### src/rtl/awg_sweep_ctrl_if.sv
// Host-side sweep configuration/control bundle and the sweep outputs toward the AWG.
// The master modport is the host register bank; the slave modport is the sweep controller.
interface awg_sweep_ctrl_if #(
  parameter int unsigned PHASE_WIDTH = 32,
  parameter int unsigned DWELL_WIDTH = 24
);
  logic [PHASE_WIDTH-1:0] cfg_start_word;
  logic [PHASE_WIDTH-1:0] cfg_stop_word;
  logic [PHASE_WIDTH-1:0] cfg_step_word;
  logic [DWELL_WIDTH-1:0] cfg_dwell;
  logic [1:0]             cfg_mode;
  logic                   start;
  logic                   abort;
  logic [PHASE_WIDTH-1:0] Fre_word;
  logic                   step_stb;
  logic                   busy;
  logic                   done;

  modport master (
    output cfg_start_word, cfg_stop_word, cfg_step_word, cfg_dwell, cfg_mode, start, abort,
    input  Fre_word, step_stb, busy, done
  );

  modport slave (
    input  cfg_start_word, cfg_stop_word, cfg_step_word, cfg_dwell, cfg_mode, start, abort,
    output Fre_word, step_stb, busy, done
  );
endinterface

### src/rtl/awg_sweep_ctrl.sv
// Frequency-sweep sequencer: steps the AWG tuning word from start to stop with a fixed
// dwell per point; single, repeating sawtooth and up/down triangle sweeps.
module awg_sweep_ctrl #(
  parameter int unsigned PHASE_WIDTH = 32,
  parameter int unsigned DWELL_WIDTH = 24
) (
  input  logic            clk_in,
  input  logic            RST,
  awg_sweep_ctrl_if.slave bus
);
  localparam int unsigned PW = PHASE_WIDTH;
  localparam int unsigned DW = DWELL_WIDTH;

  // The step decision costs no cycle of its own: it is taken in the last dwell cycle
  // so that every point is held for exactly D cycles.
  typedef enum logic [1:0] {
    S_IDLE  = 2'd0,
    S_DWELL = 2'd1,
    S_DONE  = 2'd2
  } state_e;

  state_e         state_q, state_d;
  logic [PW-1:0]  start_q, stop_q, step_q;
  logic [DW-1:0]  dwell_q;
  logic [1:0]     mode_q;
  logic [PW-1:0]  fre_q, fre_d;
  logic [DW-1:0]  cnt_q, cnt_d;
  logic           dir_dn_q, dir_dn_d;
  logic           stb_q, stb_d;
  logic           busy_q, busy_d;
  logic           done_q, done_d;
  logic           load_cfg;

  logic           go;
  logic           dwell_end;
  logic           single_mode;
  logic           finish;
  logic [PW:0]    up_sum;
  logic [PW:0]    dn_diff;
  logic [PW-1:0]  up_word;
  logic [PW-1:0]  dn_word;

  function automatic logic [DW-1:0] dwell_load(input logic [DW-1:0] d);
    return (d == '0) ? '0 : d - DW'(1);
  endfunction

  assign go          = bus.start && !bus.abort;
  assign dwell_end   = (cnt_q == '0);
  assign single_mode = (mode_q == 2'd0) || (mode_q == 2'd3);
  assign finish      = (start_q > stop_q) || (!dir_dn_q && (fre_q == stop_q) && single_mode);

  // Neighbouring points, computed one bit wider so the clamps see overflow and underflow.
  assign up_sum  = {1'b0, fre_q} + {1'b0, step_q};
  assign dn_diff = {1'b0, fre_q} - {1'b0, step_q};

  always_comb begin
    up_word = up_sum[PW-1:0];
    if ((step_q == '0) || (up_sum >= {1'b0, stop_q})) up_word = stop_q;
    dn_word = dn_diff[PW-1:0];
    if ((step_q == '0) || dn_diff[PW] || (dn_diff[PW-1:0] <= start_q)) dn_word = start_q;
  end

  // State register and all datapath/output registers.
  always_ff @(posedge clk_in) begin
    if (RST) begin
      state_q  <= S_IDLE;
      start_q  <= '0;
      stop_q   <= '0;
      step_q   <= '0;
      dwell_q  <= '0;
      mode_q   <= '0;
      fre_q    <= '0;
      cnt_q    <= '0;
      dir_dn_q <= 1'b0;
      stb_q    <= 1'b0;
      busy_q   <= 1'b0;
      done_q   <= 1'b0;
    end else begin
      state_q  <= state_d;
      fre_q    <= fre_d;
      cnt_q    <= cnt_d;
      dir_dn_q <= dir_dn_d;
      stb_q    <= stb_d;
      busy_q   <= busy_d;
      done_q   <= done_d;
      if (load_cfg) begin
        start_q <= bus.cfg_start_word;
        stop_q  <= bus.cfg_stop_word;
        step_q  <= bus.cfg_step_word;
        dwell_q <= bus.cfg_dwell;
        mode_q  <= bus.cfg_mode;
      end
    end
  end

  // Next-state logic.
  always_comb begin
    state_d = state_q;
    case (state_q)
      S_IDLE:  if (go) state_d = S_DWELL;
      S_DWELL: begin
        if (bus.abort)              state_d = S_IDLE;
        else if (dwell_end && finish) state_d = S_DONE;
      end
      S_DONE:  state_d = S_IDLE;
      default: state_d = S_IDLE;
    endcase
  end

  // Next values of the registered outputs, dwell counter and sweep direction.
  always_comb begin
    fre_d    = fre_q;
    cnt_d    = cnt_q;
    dir_dn_d = dir_dn_q;
    stb_d    = 1'b0;
    busy_d   = busy_q;
    done_d   = 1'b0;
    load_cfg = 1'b0;
    case (state_q)
      S_IDLE: begin
        busy_d = 1'b0;
        if (go) begin
          load_cfg = 1'b1;
          fre_d    = bus.cfg_start_word;
          cnt_d    = dwell_load(bus.cfg_dwell);
          dir_dn_d = 1'b0;
          stb_d    = 1'b1;
          busy_d   = 1'b1;
        end
      end
      S_DWELL: begin
        if (bus.abort) begin
          busy_d = 1'b0;
        end else if (!dwell_end) begin
          cnt_d = cnt_q - DW'(1);
        end else if (finish) begin
          busy_d = 1'b0;
          done_d = 1'b1;
        end else begin
          stb_d = 1'b1;
          cnt_d = dwell_load(dwell_q);
          if (dir_dn_q) begin
            if (fre_q == start_q) begin
              dir_dn_d = 1'b0;
              fre_d    = up_word;
            end else begin
              fre_d    = dn_word;
            end
          end else if (fre_q == stop_q) begin
            // Only repeating modes reach here; single mode finished above.
            if (mode_q == 2'd1) begin
              fre_d = start_q;
            end else begin
              dir_dn_d = 1'b1;
              fre_d    = dn_word;
            end
          end else begin
            fre_d = up_word;
          end
        end
      end
      S_DONE:  busy_d = 1'b0;
      default: busy_d = 1'b0;
    endcase
  end

  assign bus.Fre_word = fre_q;
  assign bus.step_stb = stb_q;
  assign bus.busy     = busy_q;
  assign bus.done     = done_q;
endmodule
### src/flat_wrapper.sv
// flat-port wrapper written by rule: the top's interface ports become plain ports
module awg_sweep_ctrl_flat 
#(
  parameter int unsigned PHASE_WIDTH = 32,
  parameter int unsigned DWELL_WIDTH = 24
)
  (clk_in, RST, bus_cfg_start_word, bus_cfg_stop_word, bus_cfg_step_word, bus_cfg_dwell, bus_cfg_mode, bus_start, bus_abort, bus_Fre_word, bus_step_stb, bus_busy, bus_done);
  awg_sweep_ctrl_if #(.PHASE_WIDTH(PHASE_WIDTH), .DWELL_WIDTH(DWELL_WIDTH)) bus_i ();
  input  logic clk_in;
  input  logic RST;
  input wire logic [$bits(bus_i.cfg_start_word)-1:0] bus_cfg_start_word;
  input wire logic [$bits(bus_i.cfg_stop_word)-1:0] bus_cfg_stop_word;
  input wire logic [$bits(bus_i.cfg_step_word)-1:0] bus_cfg_step_word;
  input wire logic [$bits(bus_i.cfg_dwell)-1:0] bus_cfg_dwell;
  input wire logic [$bits(bus_i.cfg_mode)-1:0] bus_cfg_mode;
  input wire logic [$bits(bus_i.start)-1:0] bus_start;
  input wire logic [$bits(bus_i.abort)-1:0] bus_abort;
  output wire logic [$bits(bus_i.Fre_word)-1:0] bus_Fre_word;
  output wire logic [$bits(bus_i.step_stb)-1:0] bus_step_stb;
  output wire logic [$bits(bus_i.busy)-1:0] bus_busy;
  output wire logic [$bits(bus_i.done)-1:0] bus_done;
  assign bus_i.cfg_start_word = bus_cfg_start_word;
  assign bus_i.cfg_stop_word = bus_cfg_stop_word;
  assign bus_i.cfg_step_word = bus_cfg_step_word;
  assign bus_i.cfg_dwell = bus_cfg_dwell;
  assign bus_i.cfg_mode = bus_cfg_mode;
  assign bus_i.start = bus_start;
  assign bus_i.abort = bus_abort;
  assign bus_Fre_word = bus_i.Fre_word;
  assign bus_step_stb = bus_i.step_stb;
  assign bus_busy = bus_i.busy;
  assign bus_done = bus_i.done;
  awg_sweep_ctrl #(.PHASE_WIDTH(PHASE_WIDTH), .DWELL_WIDTH(DWELL_WIDTH)) u_core (.clk_in(clk_in), .RST(RST), .bus(bus_i));
endmodule
### config.mk
export PLATFORM = sky130hd
export DESIGN_NAME = awg_sweep_ctrl_flat
export DESIGN_NICKNAME = d
export VERILOG_FILES = /design/src/rtl/awg_sweep_ctrl_if.sv /design/src/rtl/awg_sweep_ctrl.sv /design/src/flat_wrapper.sv
export SDC_FILE = /design/constraint.sdc
export NUM_CORES = 1
export LEC_CHECK = 0
export BUFFER_PORTS_ARGS = -buffer_cell sky130_fd_sc_hd__buf_2
export CORE_MARGIN = 3
export CORE_UTILIZATION = 25
export DETAILED_ROUTE_END_ITERATION = 12
export GPL_TIMING_DRIVEN = 0
export SETUP_SLACK_MARGIN = 0.1
export SLEW_MARGIN = 20
export SYNTH_ARGS = -nofsm -noshare
export SYNTH_HDL_FRONTEND = slang
export SYNTH_SLANG_ARGS = --single-unit
### constraint.sdc
create_clock -name clk_in -period 16.5 [get_ports clk_in]
set_input_delay 1.65 -clock clk_in [delete_from_list [all_inputs] [get_ports clk_in]]
set_output_delay 1.65 -clock clk_in [all_outputs]
set_load 0.02 [all_outputs]
# Word level (Yosys, flattened, before mapping)
# Index checks and enable logic that the tools add are counted.
[totals] register_bits=184 out_inout_bits=35
[op_classes] addsub=5 order_cmp=3 n_eq_ne=13 muxes=42 bitwise=2 reduce_logical=23
[op_table] op="$mux W32" count=10
[op_table] op="$mux W24" count=6
[op_table] op="$logic_not A24 Y1" count=3
[op_table] op="$sub A24 B1 Y24 const B" count=3
[op_table] op="$eq A32 B32 Y1" count=2
[op_table] op="$pmux W32 S2" count=1
[op_table] op="$pmux W24 S2" count=1
[op_table] op="$add A32 B32 Y33" count=1
[op_table] op="$ge A33 B32 Y1" count=1
[op_table] op="$sub A32 B32 Y33" count=1
[op_table] op="$gt A32 B32 Y1" count=1
[op_table] op="$le A32 B32 Y1" count=1
[op_table] op="$logic_not A32 Y1" count=1
[op_table] op="$mux W1" count=17
[op_table] op="$ne A3 B2 Y1 const B" count=3
[op_table] op="$mux W2" count=3
[op_table] op="$pmux W1 S2" count=3
[op_table] op="$logic_or A1 B1 Y1" count=5
[op_table] op="$reduce_and A5 Y1" count=1
[op_table] op="$eq A2 B1 Y1 const B" count=2
[op_table] op="$logic_and A1 B1 Y1" count=4
[op_table] op="$logic_not A2 Y1" count=2
[op_table] op="$ne A2 B1 Y1 const B" count=2
[op_table] op="$ne A2 B2 Y1 const B" count=2
[op_table] op="9 further kinds" count=12

# Longest topological paths before layout
# Gate-level depths: netlist of run 1.
[depth] ltp_word=11 depth_mapped=23 depth_no_buf=22

# Least setup slack after synthesis of run 1
# OpenSTA, ideal clock, no wires.
[synth_path] path_type="flip-flop to flip-flop" from="reg u_core.fre_q[1], in the netlist u_core.bus.Fre_word[1]" to="reg u_core.fre_q[12], in the netlist u_core.bus.Fre_word[12]" setup_time_ns=0.125 arrival_time_ns=5.570 t_required_ns=16.375 setup_slack_ns=10.805 stages_incl_launch_ff=22 n_path_buf=1 cell_sequence="dfxtp_1 -> ha_1 -> nand2b_1 -> a221o_1 -> a21oi_1 -> a221oi_1 -> o2111a_1 -> o41ai_1 -> a21oi_1 -> o21ai_0 -> xnor2_1 -> ha_1 -> a21o_1 -> a2111oi_0 -> o21ai_0 -> nor4_1 -> o221a_2 -> o31a_1 -> buf_1 -> mux2i_1 -> nor2_1 -> o41a_1"
[synth_via] elab_chain_cells=11 elab_cells_between_ends=24 cone_classes="2 x add/sub; 2 x order compare; 3 x eq/ne; 10 x mux; 7 x reduce/logical"
[synth_lines] element="from (decl)" line_no="awg_sweep_ctrl.sv:26" rtl="logic [PW-1:0] fre_q, fre_d;"
[synth_lines] element="from (signal assigned)" line_no="awg_sweep_ctrl.sv:80" rtl="fre_q <= fre_d;"
[synth_lines] element="$sub A32 B32 Y33" line_no="awg_sweep_ctrl.sv:54" rtl="assign dn_diff = {1'b0, fre_q} - {1'b0, step_q};"
[synth_lines] element="$le A32 B32 Y1 / $logic_or A1 B1 Y1 (equally long branches)" line_no="awg_sweep_ctrl.sv:60" rtl="if ((step_q == '0) || dn_diff[PW] || (dn_diff[PW-1:0] <= start_q)) dn_word = start_q;"
[synth_lines] element="$logic_or A1 B1 Y1" line_no="awg_sweep_ctrl.sv:60"
[synth_lines] element="$mux W32" line_no="awg_sweep_ctrl.sv:60"
[synth_lines] element="$mux W32" line_no="awg_sweep_ctrl.sv:151" rtl="if (mode_q == 2'd1) begin"
[synth_lines] element="$mux W32" line_no="awg_sweep_ctrl.sv:149" rtl="end else if (fre_q == stop_q) begin"
[synth_lines] element="$mux W32" line_no="awg_sweep_ctrl.sv:142" rtl="if (dir_dn_q) begin"
[synth_lines] element="$mux W32" line_no="awg_sweep_ctrl.sv:136" rtl="end else if (finish) begin"
[synth_lines] element="$mux W32" line_no="awg_sweep_ctrl.sv:134" rtl="end else if (!dwell_end) begin"
[synth_lines] element="$mux W32" line_no="awg_sweep_ctrl.sv:132" rtl="if (bus.abort) begin"
[synth_lines] element="$pmux W32 S2" line_no="awg_sweep_ctrl.sv:119" rtl="case (state_q)"
# Several ways; a longest one is shown, not always the timed one. The select of a mux whose other input is x is not followed.
# A chain may end at the register's enable or synchronous reset.

# Final worst setup path of run 1
[layout_path] from="reg u_core.step_q[14]" to="reg u_core.fre_q[14], in the netlist u_core.bus.Fre_word[14]"
[layout_via] elab_chain_cells=11 elab_cells_between_ends=18 cone_classes="2 x add/sub; 2 x order compare; 10 x mux; 4 x reduce/logical"
[layout_lines] element="from (decl)" line_no="awg_sweep_ctrl.sv:23" rtl="logic [PW-1:0] start_q, stop_q, step_q;"
[layout_lines] element="from (signal assigned)" line_no="awg_sweep_ctrl.sv:89" rtl="step_q <= bus.cfg_step_word;"
[layout_lines] element="$sub A32 B32 Y33 / $logic_not A32 Y1 (equally long branches)" line_no="awg_sweep_ctrl.sv:54, awg_sweep_ctrl.sv:58, awg_sweep_ctrl.sv:60"
[layout_lines] element="$le A32 B32 Y1 / $logic_or A1 B1 Y1 (equally long branches)" line_no="awg_sweep_ctrl.sv:60"
[layout_lines] element="$logic_or A1 B1 Y1" line_no="awg_sweep_ctrl.sv:60"
[layout_lines] element="$mux W32" line_no="awg_sweep_ctrl.sv:60"
[layout_lines] element="$mux W32" line_no="awg_sweep_ctrl.sv:151"
[layout_lines] element="$mux W32" line_no="awg_sweep_ctrl.sv:149"
[layout_lines] element="$mux W32 *" line_no="awg_sweep_ctrl.sv:142"
[layout_lines] element="$mux W32 *" line_no="awg_sweep_ctrl.sv:136"
[layout_lines] element="$mux W32 *" line_no="awg_sweep_ctrl.sv:134"
[layout_lines] element="$mux W32 *" line_no="awg_sweep_ctrl.sv:132"
[layout_lines] element="$pmux W32 S2 *" line_no="awg_sweep_ctrl.sv:119"
# Every way passes the cells marked *; elsewhere a longest branch is shown, timed or not. The select of a mux whose other input is x is not followed.

==> qor.txt, run 1 <==
# H-tree levels: 4
Via count: 16800
Pre-Repair DR Iteration Count: 6
Fin Clk Skew: 0.0180 ns
Status: completed
Skew-Pair Late Insertion Delay: 0.48 ns
Total negative slack: 0 ns
Post-synth cell types: 75
GR Overflow Total: 0
Worst min path class: reg2reg
Die Y: 256 µm
Synth Cell Area: 15600 µm²
Worst-path clk slew: 0.08 ns
HPWL after DPL: 54600 µm
Vias in the first global route: 15300
CP Capture Type: flip-flop
Total die area: 65500 µm²
TritonCTS buffer count: 17
Share of cells above drive strength 1: 9.67%
Footprint of the multi-input gates: 11000 µm²
Fmax achieved: 0.116 GHz
Fillers: 6824
Routed length on met3: 6310 µm
CTS tree: yes
Startpoint Class: flip-flop
Die Span X: 256 µm
CP arrival: 9.06 ns
Initial antenna violation count: 6
Clock Sinks: 184
RSZ-0062 raised after global routing: no
FF+latch area: 3680 µm²
Final wirelength: 68700 µm
Cell Rows: 91
Post-synthesis sequential area ratio: 23.6%
GP Congestion: 0.988
Cells after Synth: 2146
Avg Vias per Cell: 5.29
Area of the core: 61800 µm²
DR WL met2: 30300 µm
Final Non-Filler Cells: 3176
Worst setup path class: reg2reg
CTS resizes: 0
DRC viols: 0
Synth Warn #: 0
Post-synth EDFFs: 0
Avg WL per Cell: 21.6 µm
DRT iter0 DRCs: 1856
# hold bufs at CTS: 0
Top Metal Used: met5
Cells after DPL: 3143
R2r setup slk: 7.86 ns
CTS Buffer Depth: 2
Largest net degree at the start of global routing: 17
Final min period: 8.64 ns
Starting Density: 25.3%
Global-route wire length before repair: 100000 µm
All-Layer GR Usage: 20.2%
Pwr Density: 88.3 nW/µm²
WL met1: 29300 µm
Final nets: 2618
Ys flop type: dfxtp_1
Max-slew violations: 0
Peak VDD IR: 0.0723 mV
Slew @ Worst Pin: 1.22 ns
Period utilization: 52.4%
CP required: 16.92 ns
Post-CTS Setup Repair Bufs: 0
Synth Area per Inst: 7.28 µm²
Async set or reset register ratio after synthesis: 0%
Final Hold Fails: 0
Synth Register Bits: 184
Syn-to-layout area delta: 15.6%
Buffers on Ports: 158
Max cap viols: 0
# setup viols final: 0
Post-DRT Antenna Nets: 0
Slew margin rel.: 18.3%
# IOs: 161
CP Max Fanout: 10
Clock tree root buffer cell: clkbuf_16
Leak pwr: 0.00710 µW
Syn nets: 2438
[flip-flops by register name, summed over array words and instances, names as in the netlist, 2 cells and up]
| register | cells |
|---|---|
| u_core.dwell_q | 24 |
| u_core.mode_q | 2 |
| u_core.step_q | 32 |
| u_core.bus.Fre_word | 32 |
| u_core.cnt_q | 24 |
| u_core.stop_q | 32 |
| u_core.state_q | 2 |
| u_core.start_q | 32 |
[synth_stat cells (4+ instances only)]
library cell  count  area [µm²]
a2111oi_0         6        52.6
a211oi_1         13        97.6
a21o_1           21         158
a21oi_1         234        1170
a221o_1           8        80.1
a221oi_1         30         263
a311oi_1          5        43.8
a31oi_1          11        68.8
a32o_1           16         160
and2_1            7        43.8
and3_1            6        37.5
and4_1            6        52.6
buf_1             5        18.8
buf_2             4        20.0
clkbuf_1        107         402
dfxtp_1         184        3680
ha_1            164        2050
inv_1           135         507
mux2i_1          21         210
nand2_1         309        1160
nand2b_1         12        75.1
nand3_1          30         150
nand3b_1          6        45.0
nand4_1          29         181
nor2_1          183         687
nor2b_1          11        68.8
nor3_1           85         425
nor3b_1           5        37.5
nor4_1           37         231
nor4b_1           6        52.6
o211ai_1         14         105
o21a_1            7        52.6
o21ai_0         114         571
o21bai_1         12        90.1
o22ai_1          20         125
o31a_1            8        70.1
o31ai_1           8        60.1
o41ai_1           5        43.8
or2_2             7        43.8
or3_1            18         113
or4_1             9        67.6
xnor2_1         102         893
xor2_1           70         613
[kinds of logic (layout without fill, tap and decap cells)]
family	Yosys count	count (layout)	synth area share [%]
DFF	184	184	23.6
other	0	2	0
buffers and inverters	256	447	6.33
and+or+nand+nor	777	777	22.9
xor gates and xnor gates	172	172	9.64
AOI/OAI and AO/OA	567	567	22.6
muxes	24	24	1.56
adders and majority gates	166	166	13.4
[cell type report]
class	instances	share of cell area, %
diodes	2	0.0277
multi-input cells	1706	60.8
flip-flops and latches	184	20.4
clock buffers	19	2.51
inverters	137	2.85
clock inverters	11	0.513
plain buffers	119	2.63
well taps	837	5.80
repair buffers	161	4.46
[cell usage in the layout, fill, tap and decap left out, types with 17 or more instances in the layout]
cell type and instances:
nor4_1 35, nand2_1 309, or3_1 18, a221oi_1 30, nor2_1 183, a21oi_1 234, nand4_1 29, clkbuf_16 17
o21ai_0 114, a21o_1 21, clkbuf_1 107, mux2i_1 21, o22ai_1 19, dfxtp_1 184, xnor2_1 102, xor2_1 70
ha_1 164, buf_2 164, nand3_1 30, nor3_1 85, inv_1 135
[where the power goes]
| group | internal [µW] | switching (µW) |
|---|---|---|
| registers | 469 | 43.1 |
| clock network | 202 | 206 |
| logic | 248 | 427 |
[worst max-delay path, cell delays in order, from the launching register on]
cell	delay, ns
dfxtp_1	0.51
inv_1	0.08
ha_1	0.48
clkbuf_1	0.54
nand4_1	0.25
o311ai_1	0.88
o21ai_0	0.42
a2111oi_0	0.93
nor2_1	0.19
xnor2_1	0.18
ha_1	0.31
and4_1	0.25
nand4_1	0.21
nor4b_1	0.82
a211oi_1	0.25
nor3_1	0.40
a21boi_2	0.71
clkbuf_1	0.68
a221oi_1	0.18
o21ai_0	0.15
a32o_1	0.16
[routing by layer]
metal	vias up	global-route usage, %
met4	6	7.78
met5	-	0
li1	7963	-
met3	135	4.67
met2	774	31.7
met1	7908	26.8
[through the flow]
step | total power (µW) | utilization [%] | cell area [µm²] | setup slack (ns) | hold WS, ns
after floorplan | 946 | - | 15600 | 10.80 | 0.436
after global placement | 1170 | 28.2 | 17500 | 7.39 | 0.446
after detailed placement | 1170 | 28.3 | 17500 | 8.32 | 0.447
after CTS | 1580 | 29.2 | 18000 | 8.28 | 0.458
after global routing | 1680 | 29.2 | 18100 | 7.68 | 0.496
final | 1600 | 29.2 | 18100 | 7.86 | 0.456
[worst paths after layout]
| path | start | cells past startpoint | end |
|---|---|---|---|
| worst max register to register | u_core.step_q[14] | 20 | u_core.bus.Fre_word[14] |
| worst min register to register | u_core.mode_q[1] | 2 | u_core.mode_q[1] |
| worst max-delay path | u_core.step_q[14] | 20 | u_core.bus.Fre_word[14] |
| worst min-delay path | u_core.mode_q[1] | 2 | u_core.mode_q[1] |
Note: power is estimated with default switching activity, not from simulation.
==> run 2, diff against run 1 <==
==> constraint.sdc (replaced) <==
create_clock -name clk_in -period 7.5 [get_ports clk_in]
set_input_delay 0.75 -clock clk_in [delete_from_list [all_inputs] [get_ports clk_in]]
set_output_delay 0.75 -clock clk_in [all_outputs]
set_load 0.02 [all_outputs]
==> run 2 against run 1 <==
Net effect: sequential share of layout area fell by 0.10 points; maximum frequency rose by 19%; register-to-register slack got worse by 7.6 ns; hold slack barely moved; clock-buffer cell count did not move; core utilization rose by 0.15 points; critical path type unchanged; highest routed layer unchanged.
==> qor.txt, run 2 (synthesized netlist as in run 1, its figures left out) <==
Fmax achieved: 0.137 GHz (+19%)
Logic pwr share: 42.4% (about the same)
All-Layer GR Usage: 20.2% (about the same)
Clock Sinks: 184 (unchanged)
Worst path top cell family by delay: compound AO/OA/AOI/OAI gates
Worst r2r src: u_core.step_q[14]
Startpoint Class: flip-flop
DP Area: 17500 µm² (unchanged)
Avg Vias per Cell: 5.25 (-0.70%)
Syn-to-layout area delta: 16.1%
Cell Rows: 91 (unchanged)
Dpl ws: -0.683 ns (-9.00 ns)
Final nets: 2618 (unchanged)
RR Endpoint: u_core.bus.Fre_word[18]
Worst setup path class: reg2reg
Crit-path slowest cell: a2111oi_2
CTS Buffer Depth: 2 (unchanged)
Final min period: 7.28 ns (-1.36 ns)
CP required: 7.87 ns (-9.05 ns)
R2r setup slk: 0.22 ns (-7.64 ns)
GR Overflow Total: 0 (unchanged)
Status: completed
HPWL after DPL: 54600 µm (unchanged)
Avg WL per Cell: 21.6 µm (-0.29%)
Initial antenna violation count: 6 (unchanged)
Fin worst setup slack: 0.221 ns (-7.64 ns)
R2R cell count: 21 (+5.0%)
GP Congestion: 0.988 (unchanged)
Cells after DPL: 3143 (unchanged)
Clock share of power: 25.7% (about the same)
Pwr Density: 194 nW/µm² (+120%)
CP Max Fanout: 10 (unchanged)
# IOs: 161 (unchanged)
Starting Density: 25.3% (unchanged)
Psw: 1500 µW (+120%)
Clock tree root buffer cell: clkbuf_16
Buffers on Ports: 158 (unchanged)
WHS Endpoint: u_core.mode_q[1]
Worst min path class: reg2reg
DRC viols: 0 (unchanged)
Final Hold Fails: 0 (unchanged)
DRT iter0 DRCs: 1838 (-0.97%)
RSZ-0062 raised after global routing: yes
Die Span X: 256 µm (unchanged)
Total negative slack: 0 ns (unchanged)
Slew margin rel.: 23.8% (+5.5 points)
Hold_sp: u_core.mode_q[1]
Levels on crit path: 21 (+5.0%)
Global-route wire length before repair: 100000 µm (-0.19%)
CP Capture Type: flip-flop
Fin Clk Skew: 0.0161 ns (-0.00192 ns)
Pre-Repair DR Iteration Count: 6 (unchanged)
Area of the core: 61800 µm² (unchanged)
Post-CTS Setup Repair Bufs: 0 (unchanged)
# setup viols final: 0 (unchanged)
Sw Ratio: 42.5% (+0.056 points)
CP cell instances: inv_1 -> ha_1 -> clkbuf_2 -> nand4_1 -> nor3_1 -> o311a_1 -> o21ai_0 -> a2111oi_2 -> nor2_1 -> xnor2_1 -> ha_1 -> and4_1 -> nand4_1 -> nor4b_2 -> a211oi_1 -> nor3_1 -> o22ai_2 -> clkbuf_1 -> a221oi_1 -> o21ai_0 -> a32o_1
Max cap viols: 0 (unchanged)
Largest net degree at the start of global routing: 17 (unchanged)
Final wirelength: 68500 µm (-0.23%)
Via count: 16700 (-0.64%)
Period utilization: 97.1% (+45 points)
# hold bufs at CTS: 0 (unchanged)
Total die area: 65500 µm² (unchanged)
Hold-critical path depth: 2 (unchanged)
Skew-Pair Late Insertion Delay: 0.48 ns (about the same)
Post-route cell area: 18100 µm² (+0.50%)
Share of cells above drive strength 1: 10.3% (+0.60 points)
Worst-path clk slew: 0.08 ns (about the same)
Flop pwr share: 31.9% (-0.2 points)
Final Non-Filler Cells: 3178 (+0.063%)
Leak pwr: 0.00714 µW (+0.55%)
Worst path max stage delay: 0.64 ns (-0.29 ns)
Vias in the first global route: 15400 (+0.29%)
Most common cell after layout, fill and taps aside: nand2_1
Slew @ Worst Pin: 1.14 ns (-0.0740 ns)
Peak VDD IR: 0.161 mV (+120%)
Internal power: 2030 µW (+120%)
Max-slew violations: 0 (unchanged)
Die Y: 256 µm (unchanged)
Most frequent cells in the layout: 309 x nand2_1, 232 x a21oi_1, 184 x dfxtp_1
# H-tree levels: 4 (unchanged)
CP arrival: 7.65 ns (-1.41 ns)
TritonCTS buffer count: 17 (unchanged)
CTS tree: yes
Buf+Inv Stages, Crit Path: 3 (unchanged)
Hold WS: 0.456 ns (-0.000339 ns)
Post-DRT Antenna Nets: 0 (unchanged)
-- run 2: cell count changes in the layout (fill, tap and decap cells not counted), sizes merged --
cell / previous run / this run
diode: 2 / 4
clkdlybuf4s18: 0 / 1
buf: 172 / 170
clkdlybuf4s15: 0 / 1
-- run 2: area by class of cell --
type                    instances  area (µm²)
well taps                     837        1050
plain buffers                 119         492
inverters                     137         514
clock buffers                  19         453
clock inverters                11        92.6
fillers                      6821       43700
flip-flops and latches        184        3680
diodes                          4        10.0
repair buffers                161         806
multi-input cells            1706       11100
-- run 2: power groups by stage --
| stage | registers (µW) | logic (µW) | clock network [µW] |
|---|---|---|---|
| finish | 1130 | 1500 | 904 |
| global route | 1130 | 1620 | 947 |
| CTS | 1120 | 1460 | 914 |
| detailed placement | 1150 | 1440 | 0 |
| global placement | 1140 | 1440 | 0 |
| floorplan | 1120 | 959 | 0 |
-- run 2: layer usage --
metal / global-route usage [%] / share of wire [%] / vias up
met1: 26.6 / 42 / 7771
li1: - / - / 7964
met2: 31.5 / 44 / 798
met3: 5.00 / 9.9 / 138
met4: 8.25 / 4.2 / 8
met5: 0 / 0.093 / -
-- run 2: worst register-to-register path: cells and delay by family (launching register included) --
kind                       cells  cell delay [ns]
adders and majority gates      2             0.76
AOI/OAI and AO/OA              8             2.71
DFF                            1             0.51
and+or+nand+nor                7             2.14
buffers and inverters          3             0.92
xor gates and xnor gates       1             0.16
-- run 2: worst max-delay path by stage --
stage	from	to	slack (ns)
after floorplan	u_core.bus.Fre_word[1]	u_core.bus.Fre_word[12]	1.80
after global placement	u_core.step_q[14]	u_core.bus.Fre_word[17]	-1.61
after detailed placement	u_core.step_q[14]	u_core.bus.Fre_word[28]	-0.68
after CTS	u_core.step_q[14]	u_core.bus.Fre_word[18]	0.11
after global routing	u_core.step_q[14]	u_core.bus.Fre_word[28]	0.1
final	u_core.step_q[14]	u_core.bus.Fre_word[18]	0.22
-- run 2: stage by stage --
step,util [%],total power (µW)
global placement,28.2,2580
finish,29.4,3530
global route,29.3,3700
CTS,29.3,3490
detailed placement,28.3,2580
floorplan,-,2080
-- run 2: repair_timing --
action | 4_1_cts | 5_1_grt
endpoints found under the hold margin | 0 | 0
gates resized for setup | 12 | 11
endpoints found under the setup margin | 32 | 31
pin swaps | 0 | 0
==> run 3, diff against run 2 <==
--- a/config.mk
+++ b/config.mk
@@ -7,7 +7,7 @@
 export LEC_CHECK = 0
 export BUFFER_PORTS_ARGS = -buffer_cell sky130_fd_sc_hd__buf_2
 export CORE_MARGIN = 3
-export CORE_UTILIZATION = 25
+export CORE_UTILIZATION = 23
 export DETAILED_ROUTE_END_ITERATION = 12
 export GPL_TIMING_DRIVEN = 0
 export SETUP_SLACK_MARGIN = 0.1
==> constraint.sdc (replaced) <==
create_clock -name clk_in -period 7.5 [get_ports clk_in]
set_input_delay 1.125 -clock clk_in [delete_from_list [all_inputs] [get_ports clk_in]]
set_output_delay 1.125 -clock clk_in [all_outputs]
set_load 0.02 [all_outputs]
==> run 3 against run 2 <==
Net effect: critical path depth fell by 1; die area increased by 8.5%; combinational power about the same; sequential cell count unchanged; sequential share of layout area down 0.12 points; total power up 2.1%; maximum frequency shrank 0.14%; first-iteration DRC count increased by 5.5%; register-to-register slack barely moved.
==> qor.txt, run 3 (synthesized netlist as in run 1, its figures left out) <==
Die Y: 267 µm (+4.2%)
Final nets: 2618 (unchanged)
Final Hold Fails: 0 (unchanged)
Die Span X: 267 µm (+4.2%)
Worst-path clk slew: 0.08 ns (about the same)
Final min period: 7.29 ns (+0.00988 ns)
CP required: 7.88 ns (about the same)
CTS tree: yes
Final wirelength: 68800 µm (+0.46%)
Via count: 16700 (+0.30%)
DRT iter0 DRCs: 1940 (+5.5%)
Fillers: 7422 (+8.8%)
Slew margin rel.: 18.3% (-5.5 points)
Startpoint Class: flip-flop
Most common cell after layout, fill and taps aside: nand2_1
Most frequent cells in the layout: 309 x nand2_1, 232 x a21oi_1, 184 x dfxtp_1
CP arrival: 7.66 ns (about the same)
CP Capture Type: flip-flop
# setup viols final: 0 (unchanged)
# H-tree levels: 4 (unchanged)
Share of cells above drive strength 1: 10.4% (+0.081 points)
Final Non-Filler Cells: 3206 (+0.88%)
Post-CTS Setup Repair Bufs: 0 (unchanged)
Total die area: 71100 µm² (+8.5%)
Global-route wire length before repair: 100000 µm (+0.16%)
Pwr Density: 197 nW/µm² (+1.6%)
Leak pwr: 0.00717 µW (+0.53%)
Syn-to-layout area delta: 16.8%
# IOs: 161 (unchanged)
Buffers on Ports: 158 (unchanged)
DP Area: 17500 µm² (+0.24%)
GP Congestion: 0.979 (-0.92%)
All-Layer GR Usage: 19.0% (-1.2 points)
Slew @ Worst Pin: 1.23 ns (+0.0828 ns)
Peak VDD IR: 0.198 mV (+23%)
Cells after DPL: 3171 (+0.89%)
Clock Sinks: 184 (unchanged)
Skew-Pair Late Insertion Delay: 0.50 ns (+0.02 ns)
Avg WL per Cell: 21.5 µm (-0.42%)
Pwr Total: 3600 µW (+2.1%)
CTS resizes: 11 (-1)
Initial antenna violation count: 10 (+4)
Fin Clk Skew: 0.0222 ns (+0.00610 ns)
TritonCTS buffer count: 17 (unchanged)
Post-route cell area: 18300 µm² (+0.58%)
DRC viols: 0 (unchanged)
Period utilization: 97.2% (+0.13 points)
HPWL after DPL: 55400 µm (+1.5%)
Vias in the first global route: 15500 (+1.0%)
Fmax achieved: 0.137 GHz (-0.14%)
RSZ-0062 raised after global routing: no
Final core occ: 27.4% (-1.9 points)
CP Max Fanout: 10 (unchanged)
Worst min path class: reg2reg
CTS Buffer Depth: 2 (unchanged)
Max-slew violations: 0 (unchanged)
Worst setup path class: reg2reg
Status: completed
Pre-Repair DR Iteration Count: 8 (+2)
GR Overflow Total: 0 (unchanged)
Clock tree root buffer cell: clkbuf_16
Max cap viols: 0 (unchanged)
Starting Density: 23.5% (-1.8 points)
Cell Rows: 94 (+3.3%)
# hold bufs at CTS: 0 (unchanged)
Post-DRT Antenna Nets: 0 (unchanged)
Largest net degree at the start of global routing: 17 (unchanged)
Area of the core: 66600 µm² (+7.7%)
Avg Vias per Cell: 5.22 (-0.58%)
[run 3: cell types whose count changed in the layout (fill, tap and decap cells not counted), moves of 2 or more]
cell	delta
bufinv_16	+3
clkinv_4	-2
nor3_1	-2
nor3_2	+2
[run 3: path summary, 6_finish.rpt]
kind,start,to,slack [ns],cells after the start
hold / removal,u_core.mode_q[1],u_core.mode_q[1],0.46,2
setup reg to reg,u_core.bus.Fre_word[15],u_core.bus.Fre_word[12],0.21,20
setup / recovery,u_core.bus.Fre_word[15],u_core.bus.Fre_word[12],0.21,20
hold reg to reg,u_core.mode_q[1],u_core.mode_q[1],0.46,2
[run 3: metal layers]
metal  GRT usage, %  up-vias  share of wire [%]
li1               -     7961                  -
met1           24.7     7832                 42
met2           29.9      774                 44
met3           4.35      152                9.0
met4           8.49       10                4.5
met5              0        -              0.084
[run 3: stage by stage]
stage | hold WS (ns) | TNS (ns) | setup WS [ns]
2_1_floorplan | 0.436 | 0 | 1.80
3_3_place_gp | 0.446 | -35.33 | -1.40
3_5_place_dp | 0.453 | -16.87 | -0.871
4_1_cts | 0.463 | 0 | 0.163
5_1_grt | 0.493 | 0 | 0.121
6_report | 0.459 | 0 | 0.211
[run 3: worst max-delay path: stages, from the launching register on]
cell	delay, ns
dfxtp_1	0.62
ha_1	0.31
clkbuf_1	0.30
nor4_1	0.74
o31ai_1	0.44
o2111a_1	0.32
o41ai_2	0.52
a21oi_1	0.17
o21ai_0	0.21
xnor2_1	0.15
ha_1	0.26
a21o_1	0.22
a2111oi_0	0.51
o21ai_0	0.16
nor4_1	0.36
o221a_2	0.28
o31a_1	0.31
clkdlybuf4s18_2	0.54
mux2i_1	0.25
nor2_1	0.07
o41a_1	0.44
[run 3: cell type report]
type | instances | area (µm²) | share of cell area (%)
sequential | 184 | 3680 | 20.2
inverter | 137 | 514 | 2.82
tap | 864 | 1080 | 5.92
clock buffer | 19 | 443 | 2.43
multi-input combinational | 1706 | 11100 | 60.6
timing repair buffer | 161 | 806 | 4.41
buffer | 119 | 493 | 2.70
antenna | 4 | 10.0 | 0.0548
clock inverter | 12 | 165 | 0.905
[run 3: power breakdown]
group | total, µW | switching, µW | internal [µW] | leakage [µW]
sequential | 1120 | 91.9 | 1030 | 0.00151
combinational | 1490 | 933 | 552 | 0.00538
clock | 993 | 456 | 537 | 0.000292
total | 3600 | 1480 | 2120 | 0.00717
